## config.mk

```make
export PLATFORM = sky130hd
export DESIGN_NAME = imuldiv_mul_arbiter
export DESIGN_NICKNAME = d
export VERILOG_FILES = /design/src/rtl/imuldiv_mul_arbiter_pkg.sv /design/src/rtl/imuldiv_mul_arbiter_rr_arb2.sv /design/src/rtl/imuldiv_mul_arbiter.sv
export SDC_FILE = /design/constraint.sdc
export NUM_CORES = 1
export LEC_CHECK = 0
export CORE_AREA = 3 3 153 155
export DETAILED_ROUTE_END_ITERATION = 8
export DIE_AREA = 0 0 156 158
export MAX_ROUTING_LAYER = met4
export PLACE_DENSITY_LB_ADDON = 0.15
export SYNTH_ARGS = -nofsm -noshare
export SYNTH_HDL_FRONTEND = slang
export SYNTH_SLANG_ARGS = --single-unit
export TNS_END_PERCENT = 50
```

## constraint.sdc

```tcl
create_clock -name clk -period 1.9 [get_ports clk]
set_input_delay 0.285 -clock clk [delete_from_list [all_inputs] [get_ports clk]]
set_output_delay 0.285 -clock clk [all_outputs]
set_load 0.03 [all_outputs]
```

## src/rtl/imuldiv_mul_arbiter_pkg.sv

```systemverilog
// Shared definitions for the two-requester multiply arbiter: default widths,
// transaction state encoding and response steering helper.
package imuldiv_mul_arbiter_pkg;

    localparam int unsigned DEF_DATA_W   = 32;
    localparam int unsigned DEF_RESULT_W = 64;

    localparam logic [1:0] IDLE  = 2'd0;
    localparam logic [1:0] ISSUE = 2'd1;
    localparam logic [1:0] WAIT  = 2'd2;
    localparam logic [1:0] RESP  = 2'd3;

    typedef enum logic [1:0] {
        S_IDLE  = IDLE,
        S_ISSUE = ISSUE,
        S_WAIT  = WAIT,
        S_RESP  = RESP
    } arb_state_e;

    // One-hot response-valid pattern for the requester that owns the transaction.
    function automatic logic [1:0] owner_onehot(input logic owner);
        return owner ? 2'b10 : 2'b01;
    endfunction

endpackage

```

## src/rtl/imuldiv_mul_arbiter_rr_arb2.sv

```systemverilog
// Two-input round-robin arbiter. The priority pointer names the requester that
// wins a tie and moves to the other requester whenever a grant is taken.
module imuldiv_rr_arb2 (
    input  logic       clk,
    input  logic       reset,
    input  logic [1:0] i_val,
    input  logic       i_upd,
    output logic [1:0] o_grant
);

    logic r_ptr;

    always_comb begin
        o_grant = 2'b00;
        case (i_val)
            2'b01:   o_grant = 2'b01;
            2'b10:   o_grant = 2'b10;
            2'b11:   o_grant = r_ptr ? 2'b10 : 2'b01;
            default: o_grant = 2'b00;
        endcase
    end

    // Winner N hands priority to requester ~N.
    always_ff @(posedge clk) begin
        if (reset) begin
            r_ptr <= 1'b0;
        end else if (i_upd && (o_grant != 2'b00)) begin
            r_ptr <= ~o_grant[1];
        end
    end

endmodule

```

## src/rtl/imuldiv_mul_arbiter.sv

```systemverilog
// Shares one iterative multiply unit between two val/rdy requesters with
// round-robin arbitration, one outstanding transaction and owner-routed responses.
module imuldiv_mul_arbiter
    import imuldiv_mul_arbiter_pkg::*;
#(
    parameter int unsigned DATA_W   = DEF_DATA_W,
    parameter int unsigned RESULT_W = DEF_RESULT_W
) (
    input  logic                clk,
    input  logic                reset,

    input  logic [DATA_W-1:0]   req0_msg_a,
    input  logic [DATA_W-1:0]   req0_msg_b,
    input  logic                req0_val,
    output logic                req0_rdy,
    output logic [RESULT_W-1:0] resp0_msg_result,
    output logic                resp0_val,
    input  logic                resp0_rdy,

    input  logic [DATA_W-1:0]   req1_msg_a,
    input  logic [DATA_W-1:0]   req1_msg_b,
    input  logic                req1_val,
    output logic                req1_rdy,
    output logic [RESULT_W-1:0] resp1_msg_result,
    output logic                resp1_val,
    input  logic                resp1_rdy,

    output logic [DATA_W-1:0]   mulreq_msg_a,
    output logic [DATA_W-1:0]   mulreq_msg_b,
    output logic                mulreq_val,
    input  logic                mulreq_rdy,
    input  logic [RESULT_W-1:0] mulresp_msg_result,
    input  logic                mulresp_val,
    output logic                mulresp_rdy
);

    arb_state_e          r_state;
    logic                r_owner;
    logic [DATA_W-1:0]   r_op_a;
    logic [DATA_W-1:0]   r_op_b;
    logic [RESULT_W-1:0] r_result;
    logic                r_mulreq_val;
    logic                r_mulresp_rdy;
    logic [1:0]          r_resp_val;

    logic                w_idle;
    logic [1:0]          w_req_val;
    logic [1:0]          w_grant;
    logic                w_accept;
    logic                w_owner_rdy;

    assign w_idle      = (r_state == S_IDLE);
    assign w_req_val   = {req1_val, req0_val} & {2{w_idle}};
    assign w_accept    = (w_grant != 2'b00);
    assign w_owner_rdy = r_owner ? resp1_rdy : resp0_rdy;

    // Grants only exist in IDLE because the arbiter never sees val otherwise.
    imuldiv_rr_arb2 u_arb (
        .clk     (clk),
        .reset   (reset),
        .i_val   (w_req_val),
        .i_upd   (w_accept),
        .o_grant (w_grant)
    );

    always_ff @(posedge clk) begin
        if (reset) begin
            r_state       <= S_IDLE;
            r_owner       <= 1'b0;
            r_op_a        <= '0;
            r_op_b        <= '0;
            r_result      <= '0;
            r_mulreq_val  <= 1'b0;
            r_mulresp_rdy <= 1'b0;
            r_resp_val    <= 2'b00;
        end else begin
            case (r_state)
                S_IDLE: begin
                    if (w_accept) begin
                        r_op_a       <= w_grant[1] ? req1_msg_a : req0_msg_a;
                        r_op_b       <= w_grant[1] ? req1_msg_b : req0_msg_b;
                        r_owner      <= w_grant[1];
                        r_mulreq_val <= 1'b1;
                        r_state      <= S_ISSUE;
                    end
                end
                S_ISSUE: begin
                    if (mulreq_rdy) begin
                        r_mulreq_val  <= 1'b0;
                        r_mulresp_rdy <= 1'b1;
                        r_state       <= S_WAIT;
                    end
                end
                S_WAIT: begin
                    // A single-cycle result pulse is enough: rdy is already high here.
                    if (mulresp_val) begin
                        r_result      <= mulresp_msg_result;
                        r_mulresp_rdy <= 1'b0;
                        r_resp_val    <= owner_onehot(r_owner);
                        r_state       <= S_RESP;
                    end
                end
                S_RESP: begin
                    if (w_owner_rdy) begin
                        r_resp_val <= 2'b00;
                        r_state    <= S_IDLE;
                    end
                end
                default: begin
                    r_mulreq_val  <= 1'b0;
                    r_mulresp_rdy <= 1'b0;
                    r_resp_val    <= 2'b00;
                    r_state       <= S_IDLE;
                end
            endcase
        end
    end

    assign req0_rdy         = w_grant[0];
    assign req1_rdy         = w_grant[1];
    assign mulreq_msg_a     = r_op_a;
    assign mulreq_msg_b     = r_op_b;
    assign mulreq_val       = r_mulreq_val;
    assign mulresp_rdy      = r_mulresp_rdy;
    assign resp0_msg_result = r_result;
    assign resp1_msg_result = r_result;
    assign resp0_val        = r_resp_val[0];
    assign resp1_val        = r_resp_val[1];

endmodule

```

==> run_summary.xml <==
<?xml version="1.0" encoding="UTF-8"?>
<metrics>
  <group name="synth">
    <metric name="synth_area" unit="sq um">5924</metric>
    <metric name="synth_largest_type_area_fraction" unit="%">45.96</metric>
    <metric name="synth-async-reset-ratio" unit="%">0</metric>
    <metric name="synthTopCellsByArea" unit="">sky130_fd_sc_hd__dfxtp_1 46%, sky130_fd_sc_hd__mux2i_1 11%, sky130_fd_sc_hd__nand2_1 8.4%, sky130_fd_sc_hd__buf_4 8.4%, sky130_fd_sc_hd__a211oi_1 8.2%</metric>
    <metric name="ys_ff_latch" unit="">136</metric>
    <metric name="synthFlopType" unit="">sky130_fd_sc_hd__dfxtp_1</metric>
    <metric name="synthesis.instances" unit="">682</metric>
    <metric name="ys_types" unit="">25</metric>
    <metric name="synth_nets" unit="">887</metric>
    <metric name="synth_warnings" unit="">0</metric>
    <metric name="mean_instance_size_in_the_synthesized_netlist" unit="sq um">8.687</metric>
    <metric name="synthTopCellsByCount" unit="">136 x sky130_fd_sc_hd__dfxtp_1, 133 x sky130_fd_sc_hd__nand2_1, 75 x sky130_fd_sc_hd__nor2_1, 71 x sky130_fd_sc_hd__a21oi_1, 67 x sky130_fd_sc_hd__mux2i_1</metric>
    <metric name="yosys.cell_count.top_type" unit="">sky130_fd_sc_hd__dfxtp_1</metric>
    <metric name="synth.yosys.seq_area_share" unit="%">45.96</metric>
    <metric name="biggest_area_consumer_among_synthesized_cells" unit="">sky130_fd_sc_hd__dfxtp_1</metric>
    <metric name="number_of_enable_type_register_cells_in_the_synthesized_netlist" unit="">0</metric>
  </group>
  <group name="setup_path">
    <metric name="worst_r2r_startpoint" unit="">r_state[0]</metric>
    <metric name="critPathSlowestCell" unit="">sky130_fd_sc_hd__clkdlybuf4s50_1</metric>
    <metric name="reg2reg_capture_point" unit="">mulreq_msg_b[8]</metric>
    <metric name="r2r.worst_path.cells" unit="">9</metric>
    <metric name="worstPathRequired" unit="ns">1.62</metric>
    <metric name="path_delay_family" unit="">buffers and inverters</metric>
    <metric name="critical_path_class" unit="">flip-flop to output port</metric>
    <metric name="worstPathMaxFanout" unit="">3</metric>
    <metric name="critical-path-max-stage-delay" unit="ns">0.70</metric>
    <metric name="critPathLaunchType" unit="">flip-flop</metric>
    <metric name="critical_path_depth" unit="">1</metric>
    <metric name="path_cells" unit="">clkdlybuf4s50_1</metric>
    <metric name="endpoint_kind" unit="">output port</metric>
    <metric name="path_buf_inv" unit="">1</metric>
    <metric name="ff2ff_setup_slack" unit="ns">0.15</metric>
    <metric name="worstPathArrival" unit="ns">1.52</metric>
  </group>
  <group name="die">
    <metric name="initial_core_util" unit="%">26.98</metric>
    <metric name="fp.dieH" unit="microns">158</metric>
    <metric name="num_io_pins" unit="">398</metric>
    <metric name="design.core.area" unit="sq um">21960</metric>
    <metric name="fp-row-count" unit="">54</metric>
    <metric name="die_area" unit="sq um">24650</metric>
    <metric name="die_w" unit="microns">156</metric>
  </group>
  <group name="timing">
    <metric name="slew_viol_final" unit="">0</metric>
    <metric name="hold_slack" unit="ns">0.2494</metric>
    <metric name="setup_repair_after_global_routing_missed_its_margin" unit="">false</metric>
    <metric name="final.setup_skew" unit="ns">0.009404</metric>
    <metric name="final-setup-viol-count" unit="">0</metric>
    <metric name="setup-tns-final" unit="ns">0</metric>
    <metric name="share_of_the_cycle_needed_by_the_critical_path_after_routing" unit="%">95.26</metric>
    <metric name="final_hold_viol_count" unit="">0</metric>
    <metric name="final.min_clock_period" unit="ns">1.810</metric>
    <metric name="fmax" unit="GHz">0.5525</metric>
    <metric name="maxSlewHeadroom" unit="%">69.71</metric>
    <metric name="tightestPinTransition" unit="ns">0.4516</metric>
    <metric name="final.setup.worst_slack" unit="ns">0.09015</metric>
  </group>
  <group name="clock_network">
    <metric name="tritoncts.num_buffers" unit="">17</metric>
    <metric name="insertion_delay" unit="ns">0.41</metric>
    <metric name="holdBufCountCts" unit="">0</metric>
    <metric name="clock-sinks" unit="">136</metric>
    <metric name="htree_num_levels" unit="">4</metric>
    <metric name="cts_root_buf" unit="">sky130_fd_sc_hd__clkbuf_16</metric>
    <metric name="tritoncts" unit="">built</metric>
    <metric name="path_clk_slew" unit="ns">0.06</metric>
    <metric name="ctsLongestPathBuffers" unit="">2</metric>
  </group>
  <group name="grt">
    <metric name="antenna_found_initial" unit="">0</metric>
    <metric name="grt_start_max_net_pins" unit="">62</metric>
    <metric name="globalRoute.totalOverflow" unit="">0</metric>
    <metric name="vias_in_the_first_global_route" unit="">5713</metric>
    <metric name="grt_use_total" unit="%">17.07</metric>
    <metric name="grt_pass1_wl" unit="mm">31.46</metric>
  </group>
  <group name="placement">
    <metric name="numPlacedInstances" unit="">1265</metric>
    <metric name="place.detailed.hpwl" unit="mm">16.27</metric>
    <metric name="setup_slack_placement" unit="ns">0.008447</metric>
    <metric name="numPortBuffers" unit="">397</metric>
    <metric name="gp_routability_congestion" unit="">0.8076</metric>
  </group>
  <group name="final_layout">
    <metric name="final_layout_size_suffix_gt1_share" unit="%">6.673</metric>
    <metric name="num-fill-cells" unit="">2106</metric>
    <metric name="layout.nets" unit="">1213</metric>
    <metric name="fin_util" unit="%">47.94</metric>
    <metric name="final_cells" unit="">1299</metric>
    <metric name="antenna_diode_count" unit="">0</metric>
    <metric name="area_delta_synth_final" unit="%">77.70</metric>
  </group>
  <group name="worst_hold_path">
    <metric name="worst_hold_path_type" unit="">input port to flip-flop</metric>
    <metric name="timing.hold.worst_endpoint" unit="">mulreq_msg_a[12]</metric>
    <metric name="min_from" unit="">reset</metric>
    <metric name="hold_depth" unit="">2</metric>
  </group>
  <group name="detailed_routing">
    <metric name="avgRoutedWirePerCell" unit="microns">16.54</metric>
    <metric name="first_pass_iters" unit="">5</metric>
    <metric name="totalWireLength" unit="mm">21.48</metric>
    <metric name="ant_nets" unit="">0</metric>
    <metric name="drc_violations_left" unit="">0</metric>
    <metric name="dr_total_vias" unit="">5749</metric>
    <metric name="drt-vias-per-instance" unit="">4.426</metric>
    <metric name="initialDrtViolationCount" unit="">174</metric>
  </group>
  <group name="pwr">
    <metric name="power_leakage" unit="nW">3.779</metric>
    <metric name="power.density" unit="nW/um^2">1398</metric>
    <metric name="max-vdd-ir-drop" unit="uV">651.7</metric>
  </group>
  <group name="flow_run">
    <metric name="maxCapViolCount" unit="">0</metric>
  </group>
  <group name="status">
    <metric name="run_status" unit="">complete, no violations</metric>
  </group>
</metrics>
==> flip-flops by register name, summed over array words and instances (netlist names) <==
signal and count:
u_arb.r_ptr 1, r_owner 1, resp0_msg_result 64, r_resp_val 2, mulreq_msg_a 32, r_state 2, mulreq_msg_b 32, mulreq_val 1
mulresp_rdy 1
==> through the flow <==
stage / power, mW / cell area [sq um]
after floorplan: 8.253 / 5924
final: 14.72 / 10530
after global placement: 11.08 / 9822
after detailed placement: 11.08 / 9822
after global routing: 15.57 / 10530
after CTS: 14.88 / 10510
==> layer usage <==
layer  global-route usage [%]  routed length, microns  part of all wire (%)
met1                    18.82                    8572                    40
met2                    28.56                   10540                    49
met3                    6.834                    1992                   9.3
met4                    4.962                     376                   1.8
met5                        -                       0                     0
==> layout by cell type (no fill, tap or decap), types with 2 or more instances in the layout <==
cell type                         instances
sky130_fd_sc_hd__a211oi_1                65
sky130_fd_sc_hd__a21oi_1                 71
sky130_fd_sc_hd__a31o_2                   2
sky130_fd_sc_hd__buf_12                  13
sky130_fd_sc_hd__buf_4                   12
sky130_fd_sc_hd__bufinv_16                5
sky130_fd_sc_hd__clkbuf_16               17
sky130_fd_sc_hd__clkdlybuf4s50_1        394
sky130_fd_sc_hd__clkinv_2                 3
sky130_fd_sc_hd__clkinv_4                 3
sky130_fd_sc_hd__dfxtp_1                134
sky130_fd_sc_hd__dfxtp_2                  2
sky130_fd_sc_hd__ha_1                     4
sky130_fd_sc_hd__inv_1                    2
sky130_fd_sc_hd__inv_4                    2
sky130_fd_sc_hd__mux2i_1                 67
sky130_fd_sc_hd__nand2_1                132
sky130_fd_sc_hd__nor2_1                  75
sky130_fd_sc_hd__nor2b_1                  2
==> worst max-delay path by stage <==
stage,start,endpoint,slack (ns)
6_report,resp0_msg_result[11],resp0_msg_result[11],0.09
5_1_grt,mulreq_val,mulreq_val,0.003
4_1_cts,r_state[1],req0_rdy,0.007
3_5_place_dp,req0_val,mulreq_msg_a[10],0.008
3_3_place_gp,req1_val,mulreq_msg_a[2],0.05
2_1_floorplan,r_state[0],mulreq_msg_b[17],0.30
==> report_power, final <==
| part | leakage, nW | switching, mW | internal (mW) |
|---|---|---|---|
| registers | 1.12 | 0.454 | 3.62 |
| clock network | 0.316 | 1.29 | 2.35 |
| logic | 2.35 | 3.93 | 3.07 |
| total | 3.78 | 5.68 | 9.04 |
==> cell families after synthesis <==
family,count (synthesis),share of synthesized area (%)
AOI/OAI and AO/OA,143,15.23
muxes,67,11.32
and+or+nand+nor,214,13.85
DFF,136,45.96
buffers and inverters,117,12.59
adders and majority gates,5,1.056
==> repair_timing <==
action	4_1_cts	5_1_grt
buffers inserted	4	0
setup endpoints to repair	2	12
gates resized for setup	4	5
gates cloned	0	0
==> area by class of cell <==
class / count / area (sq um) / area share (%)
repair buffers: 420 / 4305 / 40.90
clock buffers: 18 / 439.2 / 4.172
well taps: 280 / 350.3 / 3.328
inverters: 4 / 20.02 / 0.1902
multi-input cells: 429 / 2487 / 23.63
flip-flops and latches: 136 / 2725 / 25.89
clock inverters: 12 / 200.2 / 1.902
Power figures use the tool's default switching activity.
